<file path="config.mk">
export PLATFORM = sky130hd
export DESIGN_NAME = layer_sequencer_flat
export DESIGN_NICKNAME = d
export VERILOG_FILES = /design/src/rtl/layer_sequencer_if.sv /design/src/rtl/layer_sequencer.sv /design/src/flat_wrapper.sv
export SDC_FILE = /design/constraint.sdc
export NUM_CORES = 1
export LEC_CHECK = 0
export BUFFER_PORTS_ARGS = -buffer_cell sky130_fd_sc_hd__buf_2
export CORE_UTILIZATION = 56
export CTS_CLUSTER_DIAMETER = 80
export DETAILED_ROUTE_END_ITERATION = 8
export PLACE_DENSITY = 0.81
export SYNTH_ARGS = -nofsm -noshare
export SYNTH_HDL_FRONTEND = slang
export SYNTH_SLANG_ARGS = --single-unit
</file>
<file path="constraint.sdc">
create_clock -name clk -period 3.2 [get_ports clk]
set_input_delay 0.16 -clock clk [delete_from_list [all_inputs] [get_ports clk]]
set_output_delay 0.16 -clock clk [all_outputs]
set_load 0.02 [all_outputs]
</file>
<file path="src/rtl/layer_sequencer_if.sv">
// Tile-request channel between the layer sequencer (master) and the compute engine (slave).
interface layer_sequencer_if #(
   parameter int ADDR_W = 22
);
   logic              tile_valid;
   logic              tile_ready;
   logic [ADDR_W-1:0] tile_rd_addr;
   logic [ADDR_W-1:0] tile_wr_addr;
   logic [10:0]       tile_filter_base;
   logic [8:0]        tile_row;
   logic              tile_last;
   logic              tile_done;

   modport master (
      output tile_valid, tile_rd_addr, tile_wr_addr, tile_filter_base, tile_row, tile_last,
      input  tile_ready, tile_done
   );

   modport slave (
      input  tile_valid, tile_rd_addr, tile_wr_addr, tile_filter_base, tile_row, tile_last,
      output tile_ready, tile_done
   );
endinterface

</file>
<file path="src/rtl/layer_sequencer.sv">
// Layer sequencer: walks filter groups x output rows, issuing one tile request per row to the engine.
// Tile fields hold while tile_valid waits on tile_ready; done_layer follows the final tile_done by 2 cycles.
// Optional LAYER_SEQ_CYCLE_CNT_EN adds a 32-bit busy-cycle counter output (cycle_count).
module layer_sequencer #(
   parameter  int NUM_PE       = 16,
   parameter  int OFM_RAM_SIZE = 2378675,
   localparam int ADDR_W       = $clog2(OFM_RAM_SIZE)
) (
   input  logic              clk,
   input  logic              rst_n,
   input  logic              start_layer,
   input  logic [8:0]        ifm_size,
   input  logic [10:0]       ifm_channel,
   input  logic [1:0]        kernel_size,
   input  logic [10:0]       num_filter,
   input  logic              maxpool_mode,
   input  logic [1:0]        maxpool_stride,
   input  logic              upsample_mode,
   input  logic [ADDR_W-1:0] start_read_addr,
   input  logic [ADDR_W-1:0] start_write_addr,
   output logic              done_layer,
   output logic              busy,
   output logic [10:0]       cfg_channel,
   output logic [1:0]        cfg_kernel,
   output logic              cfg_maxpool,
   output logic [1:0]        cfg_stride,
   output logic              cfg_upsample,
`ifdef LAYER_SEQ_CYCLE_CNT_EN
   output logic [31:0]       cycle_count,
`endif
   layer_sequencer_if.master tif
);

   typedef enum logic [2:0] {
      S_IDLE, S_SETUP, S_ISSUE, S_WAIT, S_NEXT, S_DONE
   } state_t;

   state_t            r_state;
   state_t            w_next;

   logic [8:0]        r_ifm_size;
   logic [10:0]       r_num_filter;
   logic [10:0]       r_cfg_channel;
   logic [1:0]        r_kernel;
   logic              r_cfg_maxpool;
   logic [1:0]        r_cfg_stride;
   logic              r_cfg_upsample;
   logic [ADDR_W-1:0] r_rd_base;
   logic [ADDR_W-1:0] r_wr_base;
   logic [8:0]        r_conv_out;
   logic [8:0]        r_row;
   logic [10:0]       r_fbase;
   logic [ADDR_W-1:0] r_rd_ptr;
   logic [ADDR_W-1:0] r_wr_ptr;

   logic              w_tile_valid;
   logic              w_done;
   logic              w_empty;
   logic              w_last_row;
   logic              w_last_grp;
   logic              w_last_tile;
   logic [12:0]       w_fb_next;

   assign w_empty    = (r_num_filter == 11'd0) || (r_kernel == 2'd0) ||
                       (r_ifm_size < {7'd0, r_kernel});
   assign w_last_row = (r_row == r_conv_out - 9'd1);
   // Last group is the one whose next base would reach num_filter; avoids a divider for num_groups.
   assign w_fb_next  = {2'b00, r_fbase} + 13'(NUM_PE);
   assign w_last_grp = (w_fb_next >= {2'b00, r_num_filter});
   assign w_last_tile = w_last_row && w_last_grp;

   always_ff @(posedge clk or negedge rst_n) begin
      if (!rst_n) begin
         r_state <= S_IDLE;
      end else begin
         r_state <= w_next;
      end
   end

   always_comb begin
      w_next       = r_state;
      w_tile_valid = 1'b0;
      w_done       = 1'b0;
      case (r_state)
         S_IDLE:  if (start_layer) w_next = S_SETUP;
         S_SETUP: w_next = w_empty ? S_DONE : S_ISSUE;
         S_ISSUE: begin
            w_tile_valid = 1'b1;
            if (tif.tile_ready) w_next = S_WAIT;
         end
         S_WAIT:  if (tif.tile_done) w_next = S_NEXT;
         S_NEXT:  w_next = w_last_tile ? S_DONE : S_ISSUE;
         S_DONE: begin
            w_done = 1'b1;
            w_next = S_IDLE;
         end
         default: w_next = S_IDLE;
      endcase
   end

   always_ff @(posedge clk or negedge rst_n) begin
      if (!rst_n) begin
         r_ifm_size     <= '0;
         r_num_filter   <= '0;
         r_cfg_channel  <= '0;
         r_kernel       <= '0;
         r_cfg_maxpool  <= 1'b0;
         r_cfg_stride   <= '0;
         r_cfg_upsample <= 1'b0;
         r_rd_base      <= '0;
         r_wr_base      <= '0;
         r_conv_out     <= '0;
         r_row          <= '0;
         r_fbase        <= '0;
         r_rd_ptr       <= '0;
         r_wr_ptr       <= '0;
      end else begin
         case (r_state)
            S_IDLE: begin
               if (start_layer) begin
                  r_ifm_size     <= ifm_size;
                  r_num_filter   <= num_filter;
                  r_cfg_channel  <= ifm_channel;
                  r_kernel       <= kernel_size;
                  r_cfg_maxpool  <= maxpool_mode;
                  r_cfg_stride   <= maxpool_stride;
                  r_cfg_upsample <= upsample_mode;
                  r_rd_base      <= start_read_addr;
                  r_wr_base      <= start_write_addr;
               end
            end
            S_SETUP: begin
               r_conv_out <= r_ifm_size - {7'd0, r_kernel} + 9'd1;
               r_row      <= '0;
               r_fbase    <= '0;
               r_rd_ptr   <= r_rd_base;
               r_wr_ptr   <= r_wr_base;
            end
            S_NEXT: begin
               r_wr_ptr <= r_wr_ptr + ADDR_W'(r_conv_out);
               if (!w_last_row) begin
                  r_row    <= r_row + 9'd1;
                  r_rd_ptr <= r_rd_ptr + ADDR_W'(r_ifm_size);
               end else begin
                  r_row    <= '0;
                  r_rd_ptr <= r_rd_base;
                  r_fbase  <= w_fb_next[10:0];
               end
            end
            default: ;
         endcase
      end
   end

`ifdef LAYER_SEQ_CYCLE_CNT_EN
   logic [31:0] r_cycle_cnt;

   always_ff @(posedge clk or negedge rst_n) begin
      if (!rst_n) begin
         r_cycle_cnt <= '0;
      end else if (r_state == S_IDLE && start_layer) begin
         r_cycle_cnt <= '0;
      end else if (r_state != S_IDLE) begin
         r_cycle_cnt <= r_cycle_cnt + 32'd1;
      end
   end

   assign cycle_count = r_cycle_cnt;
`endif

   assign busy         = (r_state != S_IDLE);
   assign done_layer   = w_done;
   assign cfg_channel  = r_cfg_channel;
   assign cfg_kernel   = r_kernel;
   assign cfg_maxpool  = r_cfg_maxpool;
   assign cfg_stride   = r_cfg_stride;
   assign cfg_upsample = r_cfg_upsample;

   assign tif.tile_valid       = w_tile_valid;
   assign tif.tile_rd_addr     = r_rd_ptr;
   assign tif.tile_wr_addr     = r_wr_ptr;
   assign tif.tile_filter_base = r_fbase;
   assign tif.tile_row         = r_row;
   assign tif.tile_last        = w_tile_valid && w_last_tile;

endmodule

</file>
<file path="src/flat_wrapper.sv">
// flat-port wrapper written by rule: the top's interface ports become plain ports
module layer_sequencer_flat 
#(
   parameter  int NUM_PE       = 16,
   parameter  int OFM_RAM_SIZE = 2378675,
   localparam int ADDR_W       = $clog2(OFM_RAM_SIZE)
)
  (clk, rst_n, start_layer, ifm_size, ifm_channel, kernel_size, num_filter, maxpool_mode, maxpool_stride, upsample_mode, start_read_addr, start_write_addr, done_layer, busy, cfg_channel, cfg_kernel, cfg_maxpool, cfg_stride, cfg_upsample, tif_tile_valid, tif_tile_rd_addr, tif_tile_wr_addr, tif_tile_filter_base, tif_tile_row, tif_tile_last, tif_tile_ready, tif_tile_done);
  layer_sequencer_if #(.ADDR_W((22))) tif_i ();
  input  logic clk;
  input  logic rst_n;
  input  logic start_layer;
  input  logic [8:0] ifm_size;
  input  logic [10:0] ifm_channel;
  input  logic [1:0] kernel_size;
  input  logic [10:0] num_filter;
  input  logic maxpool_mode;
  input  logic [1:0] maxpool_stride;
  input  logic upsample_mode;
  input  logic [ADDR_W-1:0] start_read_addr;
  input  logic [ADDR_W-1:0] start_write_addr;
  output logic done_layer;
  output logic busy;
  output logic [10:0] cfg_channel;
  output logic [1:0] cfg_kernel;
  output logic cfg_maxpool;
  output logic [1:0] cfg_stride;
  output logic cfg_upsample;
  output wire logic [$bits(tif_i.tile_valid)-1:0] tif_tile_valid;
  output wire logic [$bits(tif_i.tile_rd_addr)-1:0] tif_tile_rd_addr;
  output wire logic [$bits(tif_i.tile_wr_addr)-1:0] tif_tile_wr_addr;
  output wire logic [$bits(tif_i.tile_filter_base)-1:0] tif_tile_filter_base;
  output wire logic [$bits(tif_i.tile_row)-1:0] tif_tile_row;
  output wire logic [$bits(tif_i.tile_last)-1:0] tif_tile_last;
  input wire logic [$bits(tif_i.tile_ready)-1:0] tif_tile_ready;
  input wire logic [$bits(tif_i.tile_done)-1:0] tif_tile_done;
  assign tif_tile_valid = tif_i.tile_valid;
  assign tif_tile_rd_addr = tif_i.tile_rd_addr;
  assign tif_tile_wr_addr = tif_i.tile_wr_addr;
  assign tif_tile_filter_base = tif_i.tile_filter_base;
  assign tif_tile_row = tif_i.tile_row;
  assign tif_tile_last = tif_i.tile_last;
  assign tif_i.tile_ready = tif_tile_ready;
  assign tif_i.tile_done = tif_tile_done;
  layer_sequencer #(.NUM_PE(NUM_PE), .OFM_RAM_SIZE(OFM_RAM_SIZE)) u_core (.clk(clk), .rst_n(rst_n), .start_layer(start_layer), .ifm_size(ifm_size), .ifm_channel(ifm_channel), .kernel_size(kernel_size), .num_filter(num_filter), .maxpool_mode(maxpool_mode), .maxpool_stride(maxpool_stride), .upsample_mode(upsample_mode), .start_read_addr(start_read_addr), .start_write_addr(start_write_addr), .done_layer(done_layer), .busy(busy), .cfg_channel(cfg_channel), .cfg_kernel(cfg_kernel), .cfg_maxpool(cfg_maxpool), .cfg_stride(cfg_stride), .cfg_upsample(cfg_upsample), .tif(tif_i));
endmodule
</file>
==> results.md <==
- Status: complete, no violations
- Final hold vios: 0
- Yosys cell types: a little under 70
- Post-synth top flop: dfrtp_1
- Top delay family on crit path: simple AND/OR/NAND/NOR gates
- ANT nets after route: 0
- DR vias/cell: 5.86
- Power, Total: 11.3 mW
- CP max stage delay: 0.49 ns
- Initial Util: 0.574
- Worst Setup Start Kind: register
- Avg Inst Size Synth: 10.1 um^2
- Worst-path clk slew: ~0.06 ns
- Die Wd: 124 um
- Worst-margin pin slew: 0.786 ns
- Class of the worst hold path: in2reg
- Logic gate share of total power: 0.491
- HP Start: ifm_size[8]
- Fillcell total: approximately 980
- FP Rows: 44
- Required time worst endpoint: 3.50 ns
- Number of remaining DRC errors: 0
- Sequential share of the synthesized area: 0.457
- Worst Setup SP: u_core.r_conv_out[1]$_DFFE_PN0P_
- Reg-to-Reg Start: u_core.r_conv_out[1]$_DFFE_PN0P_
- Post-synth top area share: 0.457
- CTS buffer count: 17
- Number of diodes: 0
- Peak Freq: 321 MHz
- Relative slew slack: 0.475
- Cell Chain, Critical Path: inv_1 -> ha_1 -> or3b_1 -> nor4_2 -> xnor2_1 -> or4_4 -> o21ai_4 -> buf_4 -> nor2_1 -> a221o_1
- Finish-stage setup viols: 0
- Max clock buf depth: 2
- Final Cycle Share: 0.975
- Max cap viols: 0
- Arrival time worst endpoint: around 3.4 ns
- Share of cells above drive strength 1: 0.267
- Clock Power Share: 0.184
- Largest net degree at the start of global routing: 71
- Sequential share of power: 0.324
- EDFF count, synth: 0
- Footprint of the multi-input gates: around 4200 um^2
- Combined flip-flop and latch cell area: 3830 um^2
- TritonCTS Sinks: 153
- CTS tree: built
- Slowest stage cell, crit path: or4_4
- CP Capture Type: register
- First-pass GRT wire length: between 30 and 40 mm
- Most frequent cells in the layout: buf_2, dfrtp_1, nand2_1
- Synthesized area: between 8000 and 9000 um^2
- Core box area: 14600 um^2
- Yosys top cell by area: dfrtp_1
- Yosys reg bits: 153
- Clk_lat worst skew: between 0.4 and 0.5 ns
- WL/cell: about 18 um
- Top cells by area, synth: dfrtp_1, mux2_2, ha_1, o21ai_0, nand2_1
- Clock Tree Root: clkbuf_16
- Vias in the first global route: 7696
- First-pass detailed-route iteration total: 6
- Worst Path Buf+Inv: 2
- Net Switching: about 4.7 mW
- Area grow syn2layout: 30.5%
- Syn. warnings: 0
- Drt total wl: 22.4 mm
- Post-synth ARST share: 1.00
- Max-slew violations: 0
- Peak supply drop: roughly 800 uV
- Worst Setup Slack, final: 0.0806 ns
- Chip height: 124 um
- Total gr overflow: 0
- WS Path Type: reg2reg
- Worst clock skew: 0.00907 ns
- Htree depth: 4
- HPWL Detailed: approximately 14 mm
- GPL Wtd Cong: between 0.8 and 0.9
- IO Port Bufs: 166
- Most common cell after layout, fill and taps aside: buf_2
- Setup_tns: 0 ns
- Post-route minimum period: 3.12 ns
- Post-place setup slack: 0.0626 ns
- IO Pins: 171
- Power Density: approximately 1000 nW/um^2
- Peak fanout along the critical path: 14
- 1st-iter DRT viols: slightly below 500
- Gr usage total: 0.298
- Full die area: 15500 um^2
- Vias: 7507
- Internal power: roughly 6.6 mW
- Synth Instances: 829
- Sw frac: 0.419
- Layout Nets: ~1200
- Antenna violations before repair: 0
- Static Leak: just over 5 nW
==> worst paths after layout <==
kind / cells past startpoint / end / slack (ns)
max reg2reg: 10 / u_core.tif.tile_rd_addr[3]$_DFFE_PN0P_ / 0.08
max in group asynchronous: 3 / u_core.r_ifm_size[3]$_DFFE_PN0P_ / 2.11
max: 10 / u_core.tif.tile_rd_addr[3]$_DFFE_PN0P_ / 0.08
min reg2reg: 2 / u_core.tif.tile_rd_addr[1]$_DFFE_PN0P_ / 0.48
min: 3 / u_core.r_ifm_size[8]$_DFFE_PN0P_ / 0.03
min in group asynchronous: 2 / u_core.r_wr_base[15]$_DFFE_PN0P_ / 0.23
==> worst reg2reg max path: stages (launching register included) <==
cell and delay, ns:
dfrtp_1 0.41, inv_1 0.13, ha_1 0.22, or3b_1 0.43
nor4_2 0.25, xnor2_1 0.15, or4_4 0.49, o21ai_4 0.36
buf_4 0.22, nor2_1 0.06, a221o_1 0.28
==> cells in the mapped netlist (3+ instances only) <==
master / number
nand4_1: 4
a221oi_1: 3
o211ai_1: 7
a21o_1: 14
o2111ai_1: 3
nand3_1: 28
or3_1: 9
and2_1: 6
nor2_1: 32
nand2b_1: 8
o211a_1: 3
o21ai_0: 70
a221o_1: 14
dfrtp_1: 153
xor2_1: 12
fa_1: 3
buf_2: 3
inv_1: 48
or2_2: 4
nor3_1: 17
mux2i_1: 6
a311oi_1: 4
a22oi_1: 13
nor3b_1: 3
clkbuf_1: 24
mux2_2: 59
and3_1: 12
a211oi_1: 7
xnor2_1: 21
a31oi_1: 6
nor4_1: 10
o21bai_1: 5
buf_1: 5
ha_1: 43
buf_4: 6
nor2b_1: 8
a21oi_1: 25
nand2_1: 88
==> power groups by stage <==
stage / Sequential, mW / Combinational, mW / Clock [mW]
floorplan: 3.88 / 3.46 / 0
detailed placement: 3.65 / 5.31 / 0
finish: 3.66 / 5.55 / 2.08
CTS: 3.63 / 5.48 / 2.10
global route: 3.77 / 6.12 / 2.19
global placement: 3.62 / 5.16 / 0
==> stage by stage <==
stage / cell area, um^2 / cells / utilization / hold WS (ns)
floorplan: 8390 / 832 / - / -0.136
global route: 10900 / 1280 / 0.749 / 0.0127
CTS: 10900 / 1279 / 0.748 / 0.00269
global placement: 9480 / 1166 / 0.650 / 0.106
finish: 10900 / 1280 / 0.749 / 0.0317
detailed placement: 9480 / 1166 / 0.650 / 0.109
==> metal layers <==
metal,up-vias,routed length [um],global-route usage
li1,3511,-,-
met1,3647,9220,0.368
met2,292,11200,0.502
met3,57,1290,0.0631
met4,0,729,0.135
met5,-,0,0
==> layout make-up <==
| cell class | count | area share |
|---|---|---|
| clock buffer | 21 | 0.0412 |
| clock inverter | 9 | 0.0136 |
| inverter | 48 | 0.0165 |
| multi-input combinational | 593 | 0.387 |
| sequential | 153 | 0.350 |
| tap | 184 | 0.0211 |
| timing repair buffer | 272 | 0.170 |
==> state kept, by name (all words and copies together), names as in the netlist, 2 cells and up <==
name / count
u_core.r_num_filter: 11
u_core.cfg_kernel: 2
u_core.cfg_stride: 2
u_core.tif.tile_wr_addr: 22
u_core.tif.tile_row: 9
u_core.cfg_channel: 11
u_core.r_rd_base: 22
u_core.r_state: 3
u_core.r_wr_base: 22
u_core.r_ifm_size: 9
u_core.r_conv_out: 9
u_core.tif.tile_filter_base: 7
u_core.tif.tile_rd_addr: 22
==> logic make-up (layout without fill, tap and decap cells) <==
kind of cell,count (synthesis),in the layout,synth area share
flip-flops,153,153,0.457
AND/OR/NAND/NOR,240,240,0.140
adder cells (fa/ha/maj),46,46,0.0714
other,1,4,0.000448
XOR/XNOR,33,33,0.0345
buffers and inverters,86,350,0.0417
multiplexers,65,65,0.0865
AO/OA/AOI/OAI,205,205,0.168
==> repair_timing <==
action                                  in CTS  in global routing
buffers inserted                             2                  1
hold buffers                                81                  0
resized for setup                            0                  3
pin swaps                                    1                  1
endpoints found under the setup margin      18                 11
endpoints found under the hold margin      122                  0
Power figures use the tool's default switching activity.
